==> src/rtl/bus_arbiter_if.sv <==
// Handshake bundle between the bus arbiter and its initiators, split target and datapath.
// The arbiter connects through the slave modport; the bus side drives through master.
interface bus_arbiter_if;
  logic       init1_req;
  logic       init2_req;
  logic       split_target_req;
  logic       split_ack_in;
  logic       txn_done;
  logic       init1_grant;
  logic       init2_grant;
  logic       split_target_grant;
  logic [1:0] bus_owner;
  logic       split_pending;
  logic       protocol_err;

  modport slave (
    input  init1_req, init2_req, split_target_req, split_ack_in, txn_done,
    output init1_grant, init2_grant, split_target_grant, bus_owner,
           split_pending, protocol_err
  );

  modport master (
    output init1_req, init2_req, split_target_req, split_ack_in, txn_done,
    input  init1_grant, init2_grant, split_target_grant, bus_owner,
           split_pending, protocol_err
  );
endinterface

==> src/rtl/bus_arbiter.sv <==
// Two-initiator bus arbiter with split-transaction parking and split-target data return.
// All outputs are registered copies of the next-state decode.
module bus_arbiter #(
  parameter bit ROUND_ROBIN = 1'b1
) (
  input  logic          clk,
  input  logic          rst_n,
  bus_arbiter_if.slave  bus
);

  typedef enum logic [1:0] {IDLE, GRANT1, GRANT2, SPLIT_RET} state_e;

  // Initiator index: 0 = init1, 1 = init2.
  localparam logic INIT1 = 1'b0;
  localparam logic INIT2 = 1'b1;

  state_e     state_q, state_d;
  logic       split_owner_q, split_owner_d;
  logic       last_grant_q, last_grant_d;
  logic       split_pending_q, split_pending_d;
  logic       protocol_err_q, protocol_err_d;
  logic       init1_grant_q, init1_grant_d;
  logic       init2_grant_q, init2_grant_d;
  logic       split_grant_q, split_grant_d;
  logic [1:0] bus_owner_q, bus_owner_d;

  logic elig1, elig2;
  logic served, served_req;

  assign elig1 = bus.init1_req && !(split_pending_q && split_owner_q == INIT1);
  assign elig2 = bus.init2_req && !(split_pending_q && split_owner_q == INIT2);

  assign served     = (state_q == GRANT2) ? INIT2 : INIT1;
  assign served_req = (state_q == GRANT2) ? bus.init2_req : bus.init1_req;

  always_comb begin
    // NOTE: every variable gets a default first so no path infers a latch.
    state_d         = state_q;
    split_owner_d   = split_owner_q;
    last_grant_d    = last_grant_q;
    split_pending_d = split_pending_q;
    protocol_err_d  = protocol_err_q;

    unique case (state_q)
      IDLE: begin
        if (bus.split_ack_in || bus.txn_done) protocol_err_d = 1'b1;
        if (split_pending_q && bus.split_target_req) begin
          state_d = SPLIT_RET;
        end else if (elig1 && elig2) begin
          if (ROUND_ROBIN) state_d = (last_grant_q == INIT1) ? GRANT2 : GRANT1;
          else             state_d = GRANT1;
        end else if (elig1) begin
          state_d = GRANT1;
        end else if (elig2) begin
          state_d = GRANT2;
        end
      end

      GRANT1, GRANT2: begin
        if (bus.split_ack_in && !split_pending_q) begin
          // A valid deferral outranks a simultaneous txn_done.
          state_d         = IDLE;
          split_pending_d = 1'b1;
          split_owner_d   = served;
        end else begin
          // A second deferral is only flagged; it never re-parks anyone.
          if (bus.split_ack_in) protocol_err_d = 1'b1;
          if (bus.txn_done || !served_req) state_d = IDLE;
        end
      end

      SPLIT_RET: begin
        if (bus.split_ack_in) protocol_err_d = 1'b1;
        if (bus.txn_done) begin
          state_d         = IDLE;
          split_pending_d = 1'b0;
        end
      end

      default: state_d = IDLE;
    endcase

    if (state_d == GRANT1 && state_q != GRANT1) last_grant_d = INIT1;
    if (state_d == GRANT2 && state_q != GRANT2) last_grant_d = INIT2;
  end

  // Output decode of the next state, so the flops present it the edge after a decision.
  always_comb begin
    init1_grant_d = (state_d == GRANT1);
    init2_grant_d = (state_d == GRANT2);
    split_grant_d = (state_d == SPLIT_RET);
    unique case (state_d)
      GRANT1:    bus_owner_d = 2'd1;
      GRANT2:    bus_owner_d = 2'd2;
      SPLIT_RET: bus_owner_d = (split_owner_d == INIT2) ? 2'd2 : 2'd1;
      default:   bus_owner_d = 2'd0;
    endcase
  end

  // NOTE: sequential state uses non-blocking assignments only, so all flops update together.
  always_ff @(posedge clk or negedge rst_n) begin
    if (!rst_n) begin
      state_q         <= IDLE;
      split_owner_q   <= INIT1;
      last_grant_q    <= INIT2;
      split_pending_q <= 1'b0;
      protocol_err_q  <= 1'b0;
      init1_grant_q   <= 1'b0;
      init2_grant_q   <= 1'b0;
      split_grant_q   <= 1'b0;
      bus_owner_q     <= 2'd0;
    end else begin
      state_q         <= state_d;
      split_owner_q   <= split_owner_d;
      last_grant_q    <= last_grant_d;
      split_pending_q <= split_pending_d;
      protocol_err_q  <= protocol_err_d;
      init1_grant_q   <= init1_grant_d;
      init2_grant_q   <= init2_grant_d;
      split_grant_q   <= split_grant_d;
      bus_owner_q     <= bus_owner_d;
    end
  end

  assign bus.init1_grant        = init1_grant_q;
  assign bus.init2_grant        = init2_grant_q;
  assign bus.split_target_grant = split_grant_q;
  assign bus.bus_owner          = bus_owner_q;
  assign bus.split_pending      = split_pending_q;
  assign bus.protocol_err       = protocol_err_q;

endmodule

==> src/flat_wrapper.sv <==
// flat-port wrapper written by rule: the top's interface ports become plain ports
module bus_arbiter_flat 
#(
  parameter bit ROUND_ROBIN = 1'b1
)
  (clk, rst_n, bus_init1_req, bus_init2_req, bus_split_target_req, bus_split_ack_in, bus_txn_done, bus_init1_grant, bus_init2_grant, bus_split_target_grant, bus_bus_owner, bus_split_pending, bus_protocol_err);
  bus_arbiter_if bus_i ();
  input  logic clk;
  input  logic rst_n;
  input wire logic [$bits(bus_i.init1_req)-1:0] bus_init1_req;
  input wire logic [$bits(bus_i.init2_req)-1:0] bus_init2_req;
  input wire logic [$bits(bus_i.split_target_req)-1:0] bus_split_target_req;
  input wire logic [$bits(bus_i.split_ack_in)-1:0] bus_split_ack_in;
  input wire logic [$bits(bus_i.txn_done)-1:0] bus_txn_done;
  output wire logic [$bits(bus_i.init1_grant)-1:0] bus_init1_grant;
  output wire logic [$bits(bus_i.init2_grant)-1:0] bus_init2_grant;
  output wire logic [$bits(bus_i.split_target_grant)-1:0] bus_split_target_grant;
  output wire logic [$bits(bus_i.bus_owner)-1:0] bus_bus_owner;
  output wire logic [$bits(bus_i.split_pending)-1:0] bus_split_pending;
  output wire logic [$bits(bus_i.protocol_err)-1:0] bus_protocol_err;
  assign bus_i.init1_req = bus_init1_req;
  assign bus_i.init2_req = bus_init2_req;
  assign bus_i.split_target_req = bus_split_target_req;
  assign bus_i.split_ack_in = bus_split_ack_in;
  assign bus_i.txn_done = bus_txn_done;
  assign bus_init1_grant = bus_i.init1_grant;
  assign bus_init2_grant = bus_i.init2_grant;
  assign bus_split_target_grant = bus_i.split_target_grant;
  assign bus_bus_owner = bus_i.bus_owner;
  assign bus_split_pending = bus_i.split_pending;
  assign bus_protocol_err = bus_i.protocol_err;
  bus_arbiter #(.ROUND_ROBIN(ROUND_ROBIN)) u_core (.clk(clk), .rst_n(rst_n), .bus(bus_i));
endmodule
==> config.mk <==
export PLATFORM = sky130hd
export DESIGN_NAME = bus_arbiter_flat
export DESIGN_NICKNAME = d
export VERILOG_FILES = /design/src/rtl/bus_arbiter_if.sv /design/src/rtl/bus_arbiter.sv /design/src/flat_wrapper.sv
export SDC_FILE = /design/constraint.sdc
export NUM_CORES = 1
export LEC_CHECK = 0
export ABC_AREA = 0
export BUFFER_PORTS_ARGS = -buffer_cell sky130_fd_sc_hd__buf_4
export CAP_MARGIN = 20
export CORE_UTILIZATION = 25
export CTS_BUF_LIST = sky130_fd_sc_hd__clkbuf_2
export DETAILED_ROUTE_END_ITERATION = 8
export PLACE_DENSITY = 0.54
export SLEW_MARGIN = 15
export SYNTH_ARGS = -nofsm -noshare
export SYNTH_HDL_FRONTEND = slang
export SYNTH_SLANG_ARGS = --single-unit
==> constraint.sdc <==
create_clock -name clk -period 3.3 [get_ports clk]
set_input_delay 0.165 -clock clk [delete_from_list [all_inputs] [get_ports clk]]
set_output_delay 0.165 -clock clk [all_outputs]
set_load 0.01 [all_outputs]
**Word level (Yosys, flattened, before mapping)**

Index checks and enable logic that the tools add are counted.
W data, S select, Z words.

- Add/sub/neg operators: 0
- $mul: 0
- Div/mod/pow operators: 0
- $lt $le $gt $ge: 0
- Equal/unequal tests: 12
- Shifts and indexed selects: 0
- Multiplexer cells: 24
- Bitwise logic cells: 1
- Reduce and logical (&&, ||, !) cells: 21

Operator list:

| cell | number |
|---|---|
| $mux W2 | 9 |
| $pmux W2 S3 | 2 |
| $mux W1 | 11 |
| $logic_and A1 B1 Y1 | 9 |
| $eq A2 B2 Y1 const B | 4 |
| $ne A2 B1 Y1 const B | 3 |
| $ne A2 B2 Y1 const B | 3 |
| $eq A2 B1 Y1 const B | 2 |
| $logic_not A1 Y1 | 4 |
| $reduce_bool A2 Y1 | 2 |
| $pmux W1 S3 | 1 |
| $reduce_and A3 Y1 | 1 |
| $logic_not A2 Y1 | 1 |
| $logic_or A1 B1 Y1 | 2 |
| $pmux W1 S2 | 1 |
| $reduce_and A2 Y1 | 1 |
| $reduce_or A2 Y1 | 1 |
| $not A1 Y1 | 1 |

- Flip-flop bits (word level): 11
- Latch bits: 0
- Memory bits (writable): 0
- ROM bits: 0
- Input bits: 7
- Output and inout port bits: 7
- Word-level logic and storage cells: 67
- Memories: 0

**Longest topological paths before layout**

- Depth in word-level cells: 12
- Gate-level depth with buffers: 8
- Depth with buffers taken out: 7

**Worst setup path after synthesis**

OpenSTA, ideal clock, no wires.

- Kind: register to register
- From: reg u_core.state_q[0]
- To: reg u_core.split_grant_q, in the netlist u_core.bus.split_target_grant
- Setup time: 120 ps
- Arrival time: 1801 ps
- Data required time: 3180 ps
- Path slack: 1379 ps
- Cell stages (with the launch flop): 8
- Path buffers: 0
- Clock period less this slack: 1921 ps
- Path through: dfrtp_1 > inv_1 > ha_1 > and2b_1 > a311o_1 > a31oi_4 > inv_2 > and2_2

- Longest elaborated chain between the ends: 8
- Elaborated cells between the ends (all ways): 17
- Classes of those cells: 4 x eq/ne; 9 x mux; 4 x reduce/logical

Ends and longest elaborated chain:

| what | line | RTL |
|---|---|---|
| start, declared | bus_arbiter.sv:17 | `state_e state_q, state_d;` |
| start signal, assigned | bus_arbiter.sv:113 | `state_q <= state_d;` |
| $eq A2 B2 Y1 | bus_arbiter.sv:34, bus_arbiter.sv:44 |  |
| $mux W1 | bus_arbiter.sv:34 | `assign served_req = (state_q == GRANT2) ? bus.init2_req : bus.init1_req;` |
| $logic_not A1 Y1 | bus_arbiter.sv:68 | `if (bus.txn_done \|\| !served_req) state_d = IDLE;` |
| $logic_or A1 B1 Y1 | bus_arbiter.sv:68 |  |
| $mux W2 | bus_arbiter.sv:68 |  |
| $mux W2 | bus_arbiter.sv:60 | `if (bus.split_ack_in && !split_pending_q) begin` |
| $pmux W2 S3 * | bus_arbiter.sv:44 | `unique case (state_q)` |
| via u_core.state_d[0] | bus_arbiter.sv:17 |  |
| $eq A2 B2 Y1 * | bus_arbiter.sv:91 | `split_grant_d = (state_d == SPLIT_RET);` |
| via u_core.split_grant_d | bus_arbiter.sv:24 | `logic split_grant_q, split_grant_d;` |
| end signal, assigned | bus_arbiter.sv:120 | `split_grant_q <= split_grant_d;` |
| end, declared | bus_arbiter.sv:24 |  |

The timed path passes the listed nets; every way through them passes the cells marked *.
A chain may end at the register's enable or synchronous reset.

**Worst setup path after layout**

- From: reg u_core.state_q[0]
- To: reg u_core.last_grant_q

- Longest elaborated chain between the ends: 10
- Elaborated cells between the ends (all ways): 24
- Classes of those cells: 7 x eq/ne; 10 x mux; 7 x reduce/logical

Ends and longest elaborated chain:

| what | line | RTL |
|---|---|---|
| $eq A2 B2 Y1 | bus_arbiter.sv:34, bus_arbiter.sv:44 |  |
| $mux W1 | bus_arbiter.sv:34 |  |
| $logic_not A1 Y1 | bus_arbiter.sv:68 |  |
| $logic_or A1 B1 Y1 | bus_arbiter.sv:68 |  |
| $mux W2 | bus_arbiter.sv:68 |  |
| $mux W2 | bus_arbiter.sv:60 |  |
| $pmux W2 S3 * | bus_arbiter.sv:44 |  |
| via u_core.state_d[1] | bus_arbiter.sv:17 |  |
| $eq A2 B2 Y1 or $eq A2 B1 Y1 (tied branches) | bus_arbiter.sv:84, bus_arbiter.sv:83 |  |
| $logic_and A1 B1 Y1 (on tied branches) | bus_arbiter.sv:84, bus_arbiter.sv:83 |  |
| $mux W1 or $reduce_bool A2 Y1 (tied branches) | n/a |  |
| end signal, assigned | bus_arbiter.sv:115 | `last_grant_q <= last_grant_d;` |
| end, declared | bus_arbiter.sv:19 | `logic last_grant_q, last_grant_d;` |

Marked as above.

==> impl_results.md <==
- Outcome: finished, final reports clean
- Crit path largest cell delay: 570 ps
- Post-synthesis compound-gate area fraction: 25.2%
- Synth top area share: 39.1%
- Reg2Reg Depth: 7
- Starting Density: 27.6%
- Leading area contributor after synthesis: dfrtp_1
- Slew Limit Headroom: 57.5%
- Gpl congestion: 0.759
- Die area: 0.00276 sq mm
- Fmax: 0.473 GHz
- Worst Hold Class: in -> reg
- Num CTS Buffers: 3
- Clock Skew: 7.78 ps
- Final Hold Fails: 0
- Global-route wire length before repair: 2.11 mm
- TNS Setup: 0 ps
- MaxCap Viol Count: 0
- H-tree levels: 1
- Critical path peak fanout: 8
- RSZ-0062 raised after global routing: false
- Pleak: 0.365 nW
- Pin count of the biggest net entering global routing: 12
- Tmin final: 2110 ps
- Layout fillers: 248
- CP bufs+invs: 1
- Reg clk slew, reported paths: 90 ps
- Max VDD drop: 348 uV
- Slowest CP cell: a2111oi_0
- GR Overflow Total: 0
- Share of cells above drive strength 1: 30.8%
- Vias/cell: 4.83
- Cell Rows: 17
- Core Box Area: 0.00232 sq mm
- Initial antenna violation count: 0
- Vias in the first global route: 475
- Synth Area in Adders: 7.83%
- Crit end category: flip-flop
- Avg Inst Size Synth: 10.3 sq um
- Ant diodes: 0
- CP Data Required Time: 3480 ps
- Reg-to-Reg End: u_core.last_grant_q
- DP Wirelength: 951 um
- Post-synthesis simple-gate area fraction: 15.3%
- WP depth: 7
- Yosys warning count: 0
- Reg-to-Reg Start: u_core.state_q[0]
- R2R Setup Slk: 1190 ps
- Setup CP Type: reg -> reg
- Total Power: 0.643 mW
- Starting DRT DRC Count: 8
- Register area share after synthesis: 43.2%
- Final setup fails: 0
- Startpoint types: flip-flop
- Post-route ant nets: 0
- Gr usage total: 10.6%
- Num ports: 14
- Skew-Pair Late Insertion Delay: 260 ps
- Syn Nets: 73
- TritonCTS clock tree: yes
- Crit. Startpoint: u_core.state_q[0]
- WP data arrival: 2290 ps
- Clock buffer depth: 2
- Worst Max-Slew Pin Slew: 621 ps
- Final Cycle Share: 64.0%
- Drt drc: 0
- 1st-pass router iterations: 4
- CTS Root Cell: clkbuf_2
- Pwr/cell area: 818 mW/mm^2
- Crit path cell chain: inv_1 -> ha_1 -> nand2_1 -> a2111oi_0 -> nor3b_2 -> a31oi_1 -> a21oi_1
- Total routed wirelength: 1.25 mm
- Clock sink count: 11
- Die Span Y: 52.6 um
- Hold_ws: 226 ps
- IO buf count: 13
- Die X-Extent: 52.6 um
- Crit-path leading delay family: compound AO/OA/AOI/OAI gates
- Final net count: 90
- Syn Inst Count: 62
- Post-CTS sizing: 0
- Largest family of logic cells by synthesized area: compound AO/OA/AOI/OAI gates
- Multiplexer share of the synthesized area: 2.35%
- XOR/XNOR Fraction of Synth Area: 0%
- Cell Area, Synth: 639 sq um
- Synthesized flop and latch total: 11
- DR vias: 512
- Top cells by area, synth: dfrtp_1 39%, ha_1 7.8%, a21oi_1 4.7%
- Crit path to: u_core.last_grant_q
- Final slew viol count: 0
- Synth unique cells: 30
- P&R area growth vs syn: 22.9%
- Wire per inst: 11.8 um
## worst min path at each step
stage                      from                 endpoint  slack [ps]  depth (start not counted)
2_1_floorplan             rst_n  u_core.bus.bus_owner[0]        -130                          0
3_3_place_gp              rst_n  u_core.bus.protocol_err           4                          1
3_5_place_dp              rst_n  u_core.bus.protocol_err           7                          1
4_1_cts        bus_split_ack_in  u_core.bus.protocol_err         230                          3
5_1_grt        bus_split_ack_in  u_core.bus.protocol_err         240                          3
6_report       bus_split_ack_in  u_core.bus.protocol_err         230                          3
## per-layer routing
layer | wire length, um | GRT usage [%] | vias to the layer above | share of wire (%)
li1 | - | - | 253 | -
met1 | 588 | 13.8 | 240 | 47
met2 | 574 | 14.8 | 15 | 46
met3 | 63 | 3.48 | 4 | 5.0
met4 | 22 | 7.02 | 0 | 1.8
met5 | 0 | 0 | - | 0
## cells in the final DEF, fill, tap and decap left out
master	Yosys	routed
buf_4	0	13
dfrtp_1	10	10
a21oi_1	6	6
inv_1	5	5
nand2_1	4	4
ha_1	4	4
clkbuf_2	0	4
a21o_1	3	3
and2b_1	2	2
nor2b_1	2	2
o22ai_1	2	2
o21ai_0	2	2
o21a_1	2	2
and2_2	2	2
mux2_4	1	1
nand2b_1	1	1
a311o_1	1	1
nor3b_1	1	1
o32ai_1	1	1
a31oi_4	1	1
inv_2	1	1
a21boi_0	1	1
a2111oi_0	1	1
nor3b_2	1	1
nand3_1	1	1
nor2_1	1	1
nor3_1	1	1
o221ai_1	1	1
a31oi_1	1	1
dlygate4sd3_1	0	1
dfstp_2	1	1
## worst min-delay path, cell delays in order
cell and delay (ps):
buf_4 100, a21o_1 80, a21o_1 100
## kinds of logic (layout without fill, tap and decap cells)
| logic type | Yosys count | after routing |
|---|---|---|
| simple gates | 16 | 16 |
| flops | 11 | 11 |
| buf+inv | 8 | 24 |
| fa+ha+maj | 4 | 4 |
| mux | 1 | 1 |
| compound gates | 22 | 22 |
## where the power goes
group | switching, mW | internal (mW)
registers | 0.0425 | 0.187
clock network | 0.0429 | 0.0322
logic | 0.181 | 0.157
## flip-flops by register name, summed over array words and instances, names as in the netlist
signal / cells
u_core.last_grant_q: 1
u_core.bus.init1_grant: 1
u_core.bus.protocol_err: 1
u_core.bus.split_pending: 1
u_core.state_q: 2
u_core.bus.bus_owner: 2
u_core.bus.init2_grant: 1
u_core.bus.split_target_grant: 1
u_core.split_owner_q: 1
## synth_stat cells
library cell  instances
nor3b_2               1
mux2_4                1
ha_1                  4
a2111oi_0             1
nand2b_1              1
o32ai_1               1
dfrtp_1              10
buf_2                 1
and2b_1               2
a21o_1                3
and2_2                2
nor3b_1               1
a31oi_1               1
nand3_1               1
buf_6                 1
o22ai_1               2
o21a_1                2
o221ai_1              1
inv_1                 5
a31oi_4               1
nor2_1                1
nand2_1               4
a21boi_0              1
dfstp_2               1
nor3_1                1
o21ai_0               2
a311o_1               1
nor2b_1               2
a21oi_1               6
inv_2                 1
## stage by stage
step | util (%) | setup WS, ps | area [sq um] | cells
after floorplan | - | 1380 | 639 | 62
after global placement | 32.6 | 1160 | 756 | 101
after detailed placement | 32.6 | 1230 | 756 | 101
after CTS | 33.9 | 1210 | 786 | 106
after global routing | 33.9 | 1010 | 786 | 106
final | 33.9 | 1190 | 786 | 106
## layout make-up
type	instances	area, sq um	area share [%]
Multi-Input combinational cell	43	324	41.2
Sequential cell	11	277	35.2
Timing Repair Buffer	14	108	13.7
Tap cell	28	35.0	4.46
Inverter	6	22.5	2.87
Clock buffer	4	20.0	2.55
## what timing repair did
item / 4_1_cts / 5_1_grt
setup buffers: 0 / 0
hold buffers: 1 / 0
endpoints found under the hold margin: 11 / 0
No activity file was read; power rests on OpenSTA's default activity.
